==> src/rtl/regs_pkg.sv <==
// Shared definitions for the register-file writeback path.
//   XLEN           register data width
//   REG_AW         register address width
//   ZERO_REG_ADDR  address of the hardwired zero register (writes to it are dropped)
//   wb_req_t       one writeback: destination register plus data
package regs_pkg;

  localparam int XLEN   = 32;
  localparam int REG_AW = 5;

  localparam logic [REG_AW-1:0] ZERO_REG_ADDR = '0;

  typedef struct packed {
    logic [REG_AW-1:0] rd;
    logic [XLEN-1:0]   data;
  } wb_req_t;

endpackage

==> src/rtl/regs_write_arbiter_if.sv <==
// Bundle between the writeback sources, the regfile write port and decode.
//   req_valid/req_ready/req_rd/req_wdata  per-requester handshake, slice i = requester i
//   w_en/rd/rd_wdata                      registered regfile write port
//   rs1/rs2, rs1_pending/rs2_pending      decode-stage hazard query
// The master modport is the environment (requesters, regfile, decode);
// the slave modport is the arbiter.
interface regs_write_arbiter_if #(
  parameter int NUM_REQ = 2,
  parameter int XLEN    = 32,
  parameter int AW      = 5
);

  logic [NUM_REQ-1:0]      req_valid;
  logic [NUM_REQ-1:0]      req_ready;
  logic [NUM_REQ*AW-1:0]   req_rd;
  logic [NUM_REQ*XLEN-1:0] req_wdata;

  logic                    w_en;
  logic [AW-1:0]           rd;
  logic [XLEN-1:0]         rd_wdata;

  logic [AW-1:0]           rs1;
  logic [AW-1:0]           rs2;
  logic                    rs1_pending;
  logic                    rs2_pending;

  modport master (
    output req_valid, req_rd, req_wdata, rs1, rs2,
    input  req_ready, w_en, rd, rd_wdata, rs1_pending, rs2_pending
  );

  modport slave (
    input  req_valid, req_rd, req_wdata, rs1, rs2,
    output req_ready, w_en, rd, rd_wdata, rs1_pending, rs2_pending
  );

endinterface

==> src/rtl/rr_arbiter.sv <==
// Combinational round-robin picker.
//   req    requests, one bit per source
//   ptr    highest-priority index for this cycle
//   grant  one-hot grant (all zero when no request)
//   idx    binary index of the granted source (0 when no request)
module rr_arbiter #(
  parameter int N  = 2,
  parameter int IW = $clog2(N)
) (
  input  logic [N-1:0]  req,
  input  logic [IW-1:0] ptr,
  output logic [N-1:0]  grant,
  output logic [IW-1:0] idx
);

  logic          found;
  logic [IW:0]   sum;
  logic [IW-1:0] pos;

  // Scan N positions starting at ptr, wrapping modulo N; first hit wins.
  always_comb begin
    grant = '0;
    idx   = '0;
    found = 1'b0;
    sum   = '0;
    pos   = '0;
    for (int k = 0; k < N; k++) begin
      sum = {1'b0, ptr} + (IW+1)'(k);
      if (sum >= (IW+1)'(N)) begin
        sum = sum - (IW+1)'(N);
      end
      pos = sum[IW-1:0];
      if (!found && req[pos]) begin
        found      = 1'b1;
        grant[pos] = 1'b1;
        idx        = pos;
      end
    end
  end

endmodule

==> src/rtl/regs_write_arbiter.sv <==
// Shares the regfile's single write port among NUM_REQ writeback sources.
// Each source owns a one-entry holding buffer; a round-robin scheduler drains
// one buffer per cycle onto the registered write port, and decode can ask
// whether a source register still has a write in flight.
//   clk, rst_n  clock, async active-low reset (discards buffered writes)
//   bus         regs_write_arbiter_if.slave: requester handshakes, regfile
//               write port (w_en/rd/rd_wdata) and rs1/rs2 pending flags
module regs_write_arbiter #(
  parameter int NUM_REQ = 2,
  parameter int XLEN    = regs_pkg::XLEN,
  parameter int AW      = regs_pkg::REG_AW
) (
  input logic                  clk,
  input logic                  rst_n,
  regs_write_arbiter_if.slave  bus
);

  import regs_pkg::*;

  localparam int IW = $clog2(NUM_REQ);
  localparam logic [AW-1:0] ZERO_RD = AW'(ZERO_REG_ADDR);

  logic [NUM_REQ-1:0] buf_valid;
  logic [AW-1:0]      buf_rd   [NUM_REQ];
  logic [XLEN-1:0]    buf_data [NUM_REQ];
  logic [IW-1:0]      rr_ptr;

  logic               w_en_q;
  logic [AW-1:0]      rd_q;
  logic [XLEN-1:0]    rd_wdata_q;

  logic [AW-1:0]      req_rd_a    [NUM_REQ];
  logic [XLEN-1:0]    req_wdata_a [NUM_REQ];
  logic [NUM_REQ-1:0] grant;
  logic [IW-1:0]      grant_idx;
  logic [NUM_REQ-1:0] conflict;
  logic [NUM_REQ-1:0] ready;
  logic               rs1_hit;
  logic               rs2_hit;

  always_comb begin
    for (int i = 0; i < NUM_REQ; i++) begin
      req_rd_a[i]    = bus.req_rd[i*AW +: AW];
      req_wdata_a[i] = bus.req_wdata[i*XLEN +: XLEN];
    end
  end

  rr_arbiter #(
    .N  (NUM_REQ),
    .IW (IW)
  ) u_rr_arbiter (
    .req   (buf_valid),
    .ptr   (rr_ptr),
    .grant (grant),
    .idx   (grant_idx)
  );

  // A new write to register r must wait while an older write to r sits in a
  // buffer that is not draining this cycle, or while a lower-index source
  // offers r in the same cycle. This keeps per-register write order.
  // A granted buffer leaves this edge, so anything accepted now lands after it.
  always_comb begin
    conflict = '0;
    for (int i = 0; i < NUM_REQ; i++) begin
      if (req_rd_a[i] != ZERO_RD) begin
        for (int j = 0; j < NUM_REQ; j++) begin
          if (buf_valid[j] && !grant[j] && (buf_rd[j] == req_rd_a[i])) begin
            conflict[i] = 1'b1;
          end
        end
        for (int k = 0; k < i; k++) begin
          if (bus.req_valid[k] && (req_rd_a[k] == req_rd_a[i])) begin
            conflict[i] = 1'b1;
          end
        end
      end
    end
  end

  assign ready         = (~buf_valid | grant) & ~conflict;
  assign bus.req_ready = ready;

  always_ff @(posedge clk or negedge rst_n) begin
    if (!rst_n) begin
      buf_valid  <= '0;
      rr_ptr     <= '0;
      w_en_q     <= 1'b0;
      rd_q       <= '0;
      rd_wdata_q <= '0;
      for (int i = 0; i < NUM_REQ; i++) begin
        buf_rd[i]   <= '0;
        buf_data[i] <= '0;
      end
    end else begin
      for (int i = 0; i < NUM_REQ; i++) begin
        if (grant[i]) begin
          buf_valid[i] <= 1'b0;
        end
        // Writes to the zero register are handshaken but never buffered.
        if (bus.req_valid[i] && ready[i] && (req_rd_a[i] != ZERO_RD)) begin
          buf_valid[i] <= 1'b1;
          buf_rd[i]    <= req_rd_a[i];
          buf_data[i]  <= req_wdata_a[i];
        end
      end

      if (|grant) begin
        w_en_q     <= 1'b1;
        rd_q       <= buf_rd[grant_idx];
        rd_wdata_q <= buf_data[grant_idx];
        rr_ptr     <= (grant_idx == IW'(NUM_REQ-1)) ? '0 : grant_idx + IW'(1);
      end else begin
        w_en_q     <= 1'b0;
      end
    end
  end

  assign bus.w_en     = w_en_q;
  assign bus.rd       = rd_q;
  assign bus.rd_wdata = rd_wdata_q;

  // A register is pending while its write is buffered or on the write port
  // this cycle (the regfile takes it at the next edge).
  always_comb begin
    rs1_hit = w_en_q && (rd_q == bus.rs1);
    rs2_hit = w_en_q && (rd_q == bus.rs2);
    for (int i = 0; i < NUM_REQ; i++) begin
      if (buf_valid[i] && (buf_rd[i] == bus.rs1)) begin
        rs1_hit = 1'b1;
      end
      if (buf_valid[i] && (buf_rd[i] == bus.rs2)) begin
        rs2_hit = 1'b1;
      end
    end
  end

  assign bus.rs1_pending = (bus.rs1 != ZERO_RD) && rs1_hit;
  assign bus.rs2_pending = (bus.rs2 != ZERO_RD) && rs2_hit;

endmodule

==> src/flat_wrapper.sv <==
// flat-port wrapper written by rule: the top's interface ports become plain ports
module regs_write_arbiter_flat import regs_pkg::*;
#(
  parameter int NUM_REQ = 2,
  parameter int XLEN    = regs_pkg::XLEN,
  parameter int AW      = regs_pkg::REG_AW
)
  (clk, rst_n, bus_req_valid, bus_req_rd, bus_req_wdata, bus_rs1, bus_rs2, bus_req_ready, bus_w_en, bus_rd, bus_rd_wdata, bus_rs1_pending, bus_rs2_pending);
  regs_write_arbiter_if #(.NUM_REQ(NUM_REQ), .XLEN(XLEN), .AW(AW)) bus_i ();
  input logic clk;
  input logic rst_n;
  input wire logic [$bits(bus_i.req_valid)-1:0] bus_req_valid;
  input wire logic [$bits(bus_i.req_rd)-1:0] bus_req_rd;
  input wire logic [$bits(bus_i.req_wdata)-1:0] bus_req_wdata;
  input wire logic [$bits(bus_i.rs1)-1:0] bus_rs1;
  input wire logic [$bits(bus_i.rs2)-1:0] bus_rs2;
  output wire logic [$bits(bus_i.req_ready)-1:0] bus_req_ready;
  output wire logic [$bits(bus_i.w_en)-1:0] bus_w_en;
  output wire logic [$bits(bus_i.rd)-1:0] bus_rd;
  output wire logic [$bits(bus_i.rd_wdata)-1:0] bus_rd_wdata;
  output wire logic [$bits(bus_i.rs1_pending)-1:0] bus_rs1_pending;
  output wire logic [$bits(bus_i.rs2_pending)-1:0] bus_rs2_pending;
  assign bus_i.req_valid = bus_req_valid;
  assign bus_i.req_rd = bus_req_rd;
  assign bus_i.req_wdata = bus_req_wdata;
  assign bus_i.rs1 = bus_rs1;
  assign bus_i.rs2 = bus_rs2;
  assign bus_req_ready = bus_i.req_ready;
  assign bus_w_en = bus_i.w_en;
  assign bus_rd = bus_i.rd;
  assign bus_rd_wdata = bus_i.rd_wdata;
  assign bus_rs1_pending = bus_i.rs1_pending;
  assign bus_rs2_pending = bus_i.rs2_pending;
  regs_write_arbiter #(.NUM_REQ(NUM_REQ), .XLEN(XLEN), .AW(AW)) u_core (.clk(clk), .rst_n(rst_n), .bus(bus_i));
endmodule
==> config.mk <==
export PLATFORM = sky130hd
export DESIGN_NAME = regs_write_arbiter_flat
export DESIGN_NICKNAME = d
export VERILOG_FILES = /design/src/rtl/regs_pkg.sv /design/src/rtl/regs_write_arbiter_if.sv /design/src/rtl/rr_arbiter.sv /design/src/rtl/regs_write_arbiter.sv /design/src/flat_wrapper.sv
export SDC_FILE = /design/constraint.sdc
export NUM_CORES = 1
export LEC_CHECK = 0
export CORE_MARGIN = 3
export CORE_UTILIZATION = 33
export DETAILED_ROUTE_END_ITERATION = 7
export HOLD_SLACK_MARGIN = 0.03
export PLACE_DENSITY = 0.58
export SYNTH_ARGS = -nofsm -noshare
export SYNTH_HDL_FRONTEND = slang
export SYNTH_SLANG_ARGS = --single-unit
==> constraint.sdc <==
create_clock -name clk -period 1.85 [get_ports clk]
set_input_delay 0.37 -clock clk [delete_from_list [all_inputs] [get_ports clk]]
set_output_delay 0.37 -clock clk [all_outputs]
set_load 0.005 [all_outputs]
# Yosys cells after proc, flatten, opt, wreduce, memory -nomap -nowiden
# Cells that the tools add are included.
dict set report word_totals {
  reg_bits 115
  latch_bits 0
  ram_bits 0
  romBits 0
  in_bits 88
  output_inout_bits 42
  wordCells 108
  memories 0
}
dict set report classes {
  addsub 4
  n_mul 0
  div_mod_pow 0
  order_cmp 7
  n_eq_ne 11
  shifts 0
  muxes 38
  bitwise_logic 6
  reduce_logical 32
}
# op n
set ops {}
lappend ops {{32-bit two-way mux} 3}
lappend ops {{5-bit == test} 11}
lappend ops {{1-bit two-way mux} 28}
lappend ops {{1-bit logical AND} 22}
lappend ops {{5-bit nonzero test} 4}
lappend ops {{5-bit two-way mux} 3}
lappend ops {{2-bit greater-or-equal comparator (second input constant)} 2}
lappend ops {{1-bit by 2-bit < comparator with 1-bit output (second input constant)} 2}
lappend ops {{2-bit two-way mux} 2}
lappend ops {{2-bit inverter} 2}
lappend ops {{2-bit bitwise OR} 2}
lappend ops {{2-bit nonzero test} 2}
lappend ops {{1-bit logical NOT} 3}
lappend ops {{1-bit by 1-bit adder with 2-bit output (second input constant)} 1}
lappend ops {{2-bit AND} 1}
lappend ops {{1-bit demux with 1-bit select} 2}
lappend ops {{1-bit greater-or-equal comparator (second input constant)} 2}
lappend ops {{1-bit by 2-bit greater-or-equal comparator with 1-bit output (second input constant)} 1}
lappend ops {{1-bit inverter with 2-bit output} 1}
lappend ops {{2-bit OR reduction} 1}
lappend ops {{1-bit subtractor (second input constant)} 2}
lappend ops {{1-bit adder (second input constant)} 1}

# Longest topological paths before layout
dict set report depth {
  depth_word 21
  depth_mapped 7
}

# Modules after synthesis
# Synthesis repeated with hierarchy kept, for this count alone.
dict set report hier_totals {
  cells_unflattened 416
  area_unflattened_um2 5387.7
}
# module n_inst cells_each area_per_inst_um2 seq_area_each_um2
set by_module_without_submodules {}
lappend by_module_without_submodules {regs_write_arbiter 1 412 5357.6 2877.8}
lappend by_module_without_submodules {rr_arbiter 1 4 30.0 0.0}

# Worst setup path after synthesis
# OpenSTA, ideal clock, no wires.
dict set report synth_timing {
  kind {reg-to-reg}
  startpoint {reg u_core.buf_valid[0]}
  endpoint {reg u_core.buf_data[10] (netlist name)}
  arrival_time_ns 1.765
  required_ns 1.725
  setup_slack_ns -0.040
  stages_incl_launch_ff 8
  n_path_buf 2
  period_less_slack_ns 1.890
  cell_sequence {dfrtp_1 > buf_2 > nand3_1 > nor4_2 > a31oi_4 > nand4_4 > buf_6 > mux2_4}
}
dict set report synth_between {
  elab_chain_cells 17
  elab_cells_between_ends 25
}
# item line
set synth_lines {}
lappend synth_lines {{from (decl)} regs_write_arbiter.sv:23} ;# logic [NUM_REQ-1:0] buf_valid;
lappend synth_lines {{from (signal assigned)} regs_write_arbiter.sv:85} ;# buf_valid <= '0;
lappend synth_lines {{from (signal, indexed assignment)} regs_write_arbiter.sv:97} ;# buf_valid[i] <= 1'b0;
lappend synth_lines {{from (signal, indexed assignment)} regs_write_arbiter.sv:101} ;# buf_valid[i] <= 1'b1;
lappend synth_lines {{1-bit two-way mux (not written as such) (2 in series)} rr_arbiter.sv:33} ;# if (!found && req[pos]) begin
lappend synth_lines {{1-bit two-way mux} rr_arbiter.sv:33}
lappend synth_lines {{1-bit logical NOT} rr_arbiter.sv:33}
lappend synth_lines {{1-bit logical AND} rr_arbiter.sv:33}
lappend synth_lines {{2-bit two-way mux} rr_arbiter.sv:33}
lappend synth_lines {{1-bit logical NOT} regs_write_arbiter.sv:67} ;# if (buf_valid[j] && !grant[j] && (buf_rd[j] == req_rd_a[i])) begin
lappend synth_lines {{1-bit logical AND (2 in series)} regs_write_arbiter.sv:67}
lappend synth_lines {{1-bit two-way mux (2 in series)} regs_write_arbiter.sv:67}
lappend synth_lines {{1-bit two-way mux} regs_write_arbiter.sv:72} ;# if (bus.req_valid[k] && (req_rd_a[k] == req_rd_a[i])) begin
lappend synth_lines {{1-bit two-way mux} regs_write_arbiter.sv:65} ;# if (req_rd_a[i] != ZERO_RD) begin
lappend synth_lines {{2-bit inverter} regs_write_arbiter.sv:80} ;# assign ready = (~buf_valid | grant) & ~conflict;
lappend synth_lines {{2-bit AND *} regs_write_arbiter.sv:80}
lappend synth_lines {{1-bit logical AND * (2 in series)} regs_write_arbiter.sv:100} ;# if (bus.req_valid[i] && ready[i] && (req_rd_a[i] != ZERO_RD)) begin
lappend synth_lines {{to (signal, indexed assignment)} regs_write_arbiter.sv:103} ;# buf_data[i] <= req_wdata_a[i];
lappend synth_lines {{to (decl)} regs_write_arbiter.sv:25} ;# logic [XLEN-1:0] buf_data [NUM_REQ];
# Mark *: on every way between the ends. The rest lies on a longest branch, timed or not. The select of a mux whose other input is x is not followed.
# A chain may end at the register's enable or synchronous reset.

# Worst setup path after layout
dict set report layout_timing {
  startpoint {reg u_core.buf_rd[3] (netlist name)}
  endpoint {out bus_rs2_pending}
}
dict set report layout_between {
  elab_chain_cells 4
}
# item line
set layout_lines {}
lappend layout_lines {{from (decl)} regs_write_arbiter.sv:24} ;# logic [AW-1:0] buf_rd [NUM_REQ];
lappend layout_lines {{from (signal, indexed assignment)} regs_write_arbiter.sv:102} ;# buf_rd[i] <= req_rd_a[i];
lappend layout_lines {{5-bit == test} regs_write_arbiter.sv:131} ;# if (buf_valid[i] && (buf_rd[i] == bus.rs2)) begin
lappend layout_lines {{1-bit logical AND} regs_write_arbiter.sv:131}
lappend layout_lines {{1-bit two-way mux} regs_write_arbiter.sv:131}
lappend layout_lines {{1-bit logical AND} regs_write_arbiter.sv:138} ;# assign bus.rs2_pending = (bus.rs2 != ZERO_RD) && rs2_hit;
lappend layout_lines {{to (decl)} flat_wrapper.sv:22} ;# output wire logic [$bits(bus_i.rs2_pending)-1:0] bus_rs2_pending;
# Every way passes these cells.

==> results.md <==
* Share of cells above drive strength 1 at 38.7%
* Vias in the first global route at 4,746
* Mapped Nets at 546
* Area of the die at 0.0185 sq mm
* Die Y at 136 um
* Final setup vio count at 77
* Total track usage at 18.2%
* Class of the tightest hold or removal check: input port to asynchronous set/reset pin
* RSZ-0062 raised after global routing: yes
* Top cells by area, synth: dfrtp_1 52%, mux2_2 16%, mux2_4 8.1%
* DP Cell Count at 841
* Total power at 12,600 uW
* Post-synthesis adder-cell area fraction at 0%
* Fin nets at 754
* Post-synthesis instance area at 0.00557 sq mm
* Placed Area at 0.00759 sq mm
* Initial drt markers at 195
* Die width at 136 um
* DPL Wire Length at 10,700 um
* Initial antenna violation count at 0
* Ports at 130
* Layout Skew at 0.0101 ns
* Synthesized flop and latch total at 115
* Most common cell after layout, fill and taps aside: dfrtp_1
* TritonCTS buffer count at 17
* Mean Syn Cell Area at 12.2 sq um
* Status: finished, violations left
* Post-route cell area at 0.00869 sq mm
* Synth Area in Compound Gates at 5.43%
* Unique masters post-synth at 30
* Post-Synth Simple-Gate Area at 8.84%
* Most frequent cells in the layout: 107 x dfrtp_1, 102 x clkdlybuf4s50_1, 78 x nor2_1, 59 x buf_4, 56 x mux2_4
* Largest family of logic cells by synthesized area: multiplexers
* Routability Congestion at 0.904
* Mux cell area share after synthesis at 24.4%
* Worst slew pin tran at 0.423 ns
* Clock-pin slew of the registers on the worst-case setup and hold paths at 0.06 ns
* Arr. time, crit path at 1.85 ns
* Share of the synthesized area in the top cell type at 51.6%
* First-pass GRT wire length at 25,900 um
* Worst reg2reg startpoint: u_core.buf_rd[1]
* Slew HR at 71.8%
* Startpoint type of the worst setup path: flop
* Tcrit/Tclk final at 120%
* Pre-Repair DR Iteration Count at 5
* Sum Neg Setup Slack at -9.51 ns
* Critical path peak fanout at 2
* Initial Util at 34.3%
* Post-route minimum period at 2.22 ns
* Number of synthesis warnings at 0
* Post-synthesis cell count at 458
* Maximum vdd drop at 712 uV
* Power Density at 1440 mW/mm^2
* R2R depth at 10
* Synthesis-to-finish area growth at 56.0%
* Critical path class: flop to output pin
* CP endpoint kind: output pin
* Rows at 46
* Clock Tree Buf Depth at 2
* Core ar. at 0.0162 sq mm
* Max cap viols at 0
* H-tree depth at 4
* Fin. Hold Viols at 0
* Total Wirelength at 16,100 um
* DRC violations left at 0
* Pin count of the biggest net entering global routing at 64
* CTS tree: done
* Diode count at 0
* Final ANT Viol Nets at 0
* Fin cells at 895
* Setup WS post-layout at -0.370 ns
* Worst R2R Setup Slack at -0.18 ns
* Port bufs at 129
* Worst-Skew Late Latency at 0.41 ns
* Slew Viols, Final at 0
* Pleak at 0.00385 uW
* WL per Instance at 18.0 um
* Yosys top cell by area: dfrtp_1
* Sequential area share after synthesis at 51.6%
* GRT Residual Overflow at 0
* Final core utilization at 53.6%
* Vias at 4,271
* CTS sink cnt at 115
* Synth Area in XOR/XNOR at 7.07%
* Critical Path RT at 1.48 ns
* Failing checks: negative setup slack
* F_max at 0.451 GHz
* Clk root buf: clkbuf_16
* Reg2reg end: u_core.buf_data[55]
* Post-DR vias/cell at 4.77
==> timing repair <==
action,4_1_cts,5_1_grt
cloned,3,2
gates resized for setup,83,31
hold buffers,1,0
hold endpoints to repair,115,0
pin swaps,21,15
buffers inserted,14,6
setup endpoints to repair,76,91
==> flip-flops by register name (all words and copies together), names as in the netlist <==
name and flops:
u_core.bus.rd 5, u_core.bus.w_en 1, u_core.buf_data 64, u_core.bus.rd_wdata 32
u_core.rr_ptr 1, u_core.buf_rd 10, u_core.buf_valid 2
==> how the worst max path moves through the flow <==
stage / startpoint / to / slack [ns] / cells after the start
after floorplan: u_core.buf_rd[7] / u_core.buf_data[16] / -0.006 / 6
after global placement: bus_req_rd[9] / bus_req_ready[1] / -0.99 / 8
after detailed placement: bus_req_rd[4] / bus_req_ready[1] / -1.00 / 8
after CTS: u_core.bus.rd[2] / bus_rs1_pending / -0.43 / 8
after global routing: u_core.buf_rd[1] / bus_rs2_pending / -0.51 / 8
final: u_core.buf_rd[3] / bus_rs2_pending / -0.37 / 8
==> area by class of cell <==
type / count / area (sq um)
clock buffers: 17 / 425
repair buffers: 217 / 2190
inverters: 1 / 3.75
multi-input cells: 314 / 2750
clock inverters: 15 / 164
fillers: 1430 / 7540
well taps: 216 / 270
flip-flops and latches: 115 / 2890
==> per-stage QoR <==
stage	worst slack (ns)	hold WS, ns
final	-0.370	0.500
after global routing	-0.511	0.519
after floorplan	-0.00636	0.0744
after global placement	-0.988	0.389
after detailed placement	-1.00	0.410
after CTS	-0.429	0.499
==> worst max-delay path, stage by stage, from the launching register on <==
cell and delay (ns):
dfrtp_1 0.39, buf_4 0.15, xor2_1 0.16, nor4_1 0.24
nand3_1 0.11, nand2_1 0.09, a31oi_1 0.04, a21oi_1 0.14
buf_2 0.13
==> cells in the mapped netlist, drive strengths merged <==
cell type,instances
a21boi,2
a21oi,2
a31oi,3
and3,1
buf,14
clkbuf,14
dfrtp,115
inv,1
mux2,111
nand2,7
nand3,8
nand3b,1
nand4,2
nor2,80
nor3,4
nor4,8
o21a,1
o21ai,1
o22ai,37
or2,1
xnor2,14
xor2,31
==> layer usage <==
| layer | global-route usage [%] | vias to the layer above | routed length, um |
|---|---|---|---|
| li1 | - | 2026 | - |
| met1 | 23.0 | 2130 | 7130 |
| met2 | 31.3 | 105 | 8160 |
| met3 | 4.26 | 10 | 676 |
| met4 | 5.10 | 0 | 172 |
| met5 | 0 | - | 0 |
==> where the power goes <==
part	switching (uW)	internal [uW]
clock	1340	1920
combinational	2030	3150
sequential	676	3450
==> cell families after synthesis <==
kind of cell,count (synthesis)
flip-flops,115
buffers and inverters,29
XOR/XNOR,45
AND/OR/NAND/NOR,112
multiplexers,111
AO/OA/AOI/OAI,46
Note: power is estimated with default switching activity, not from simulation.
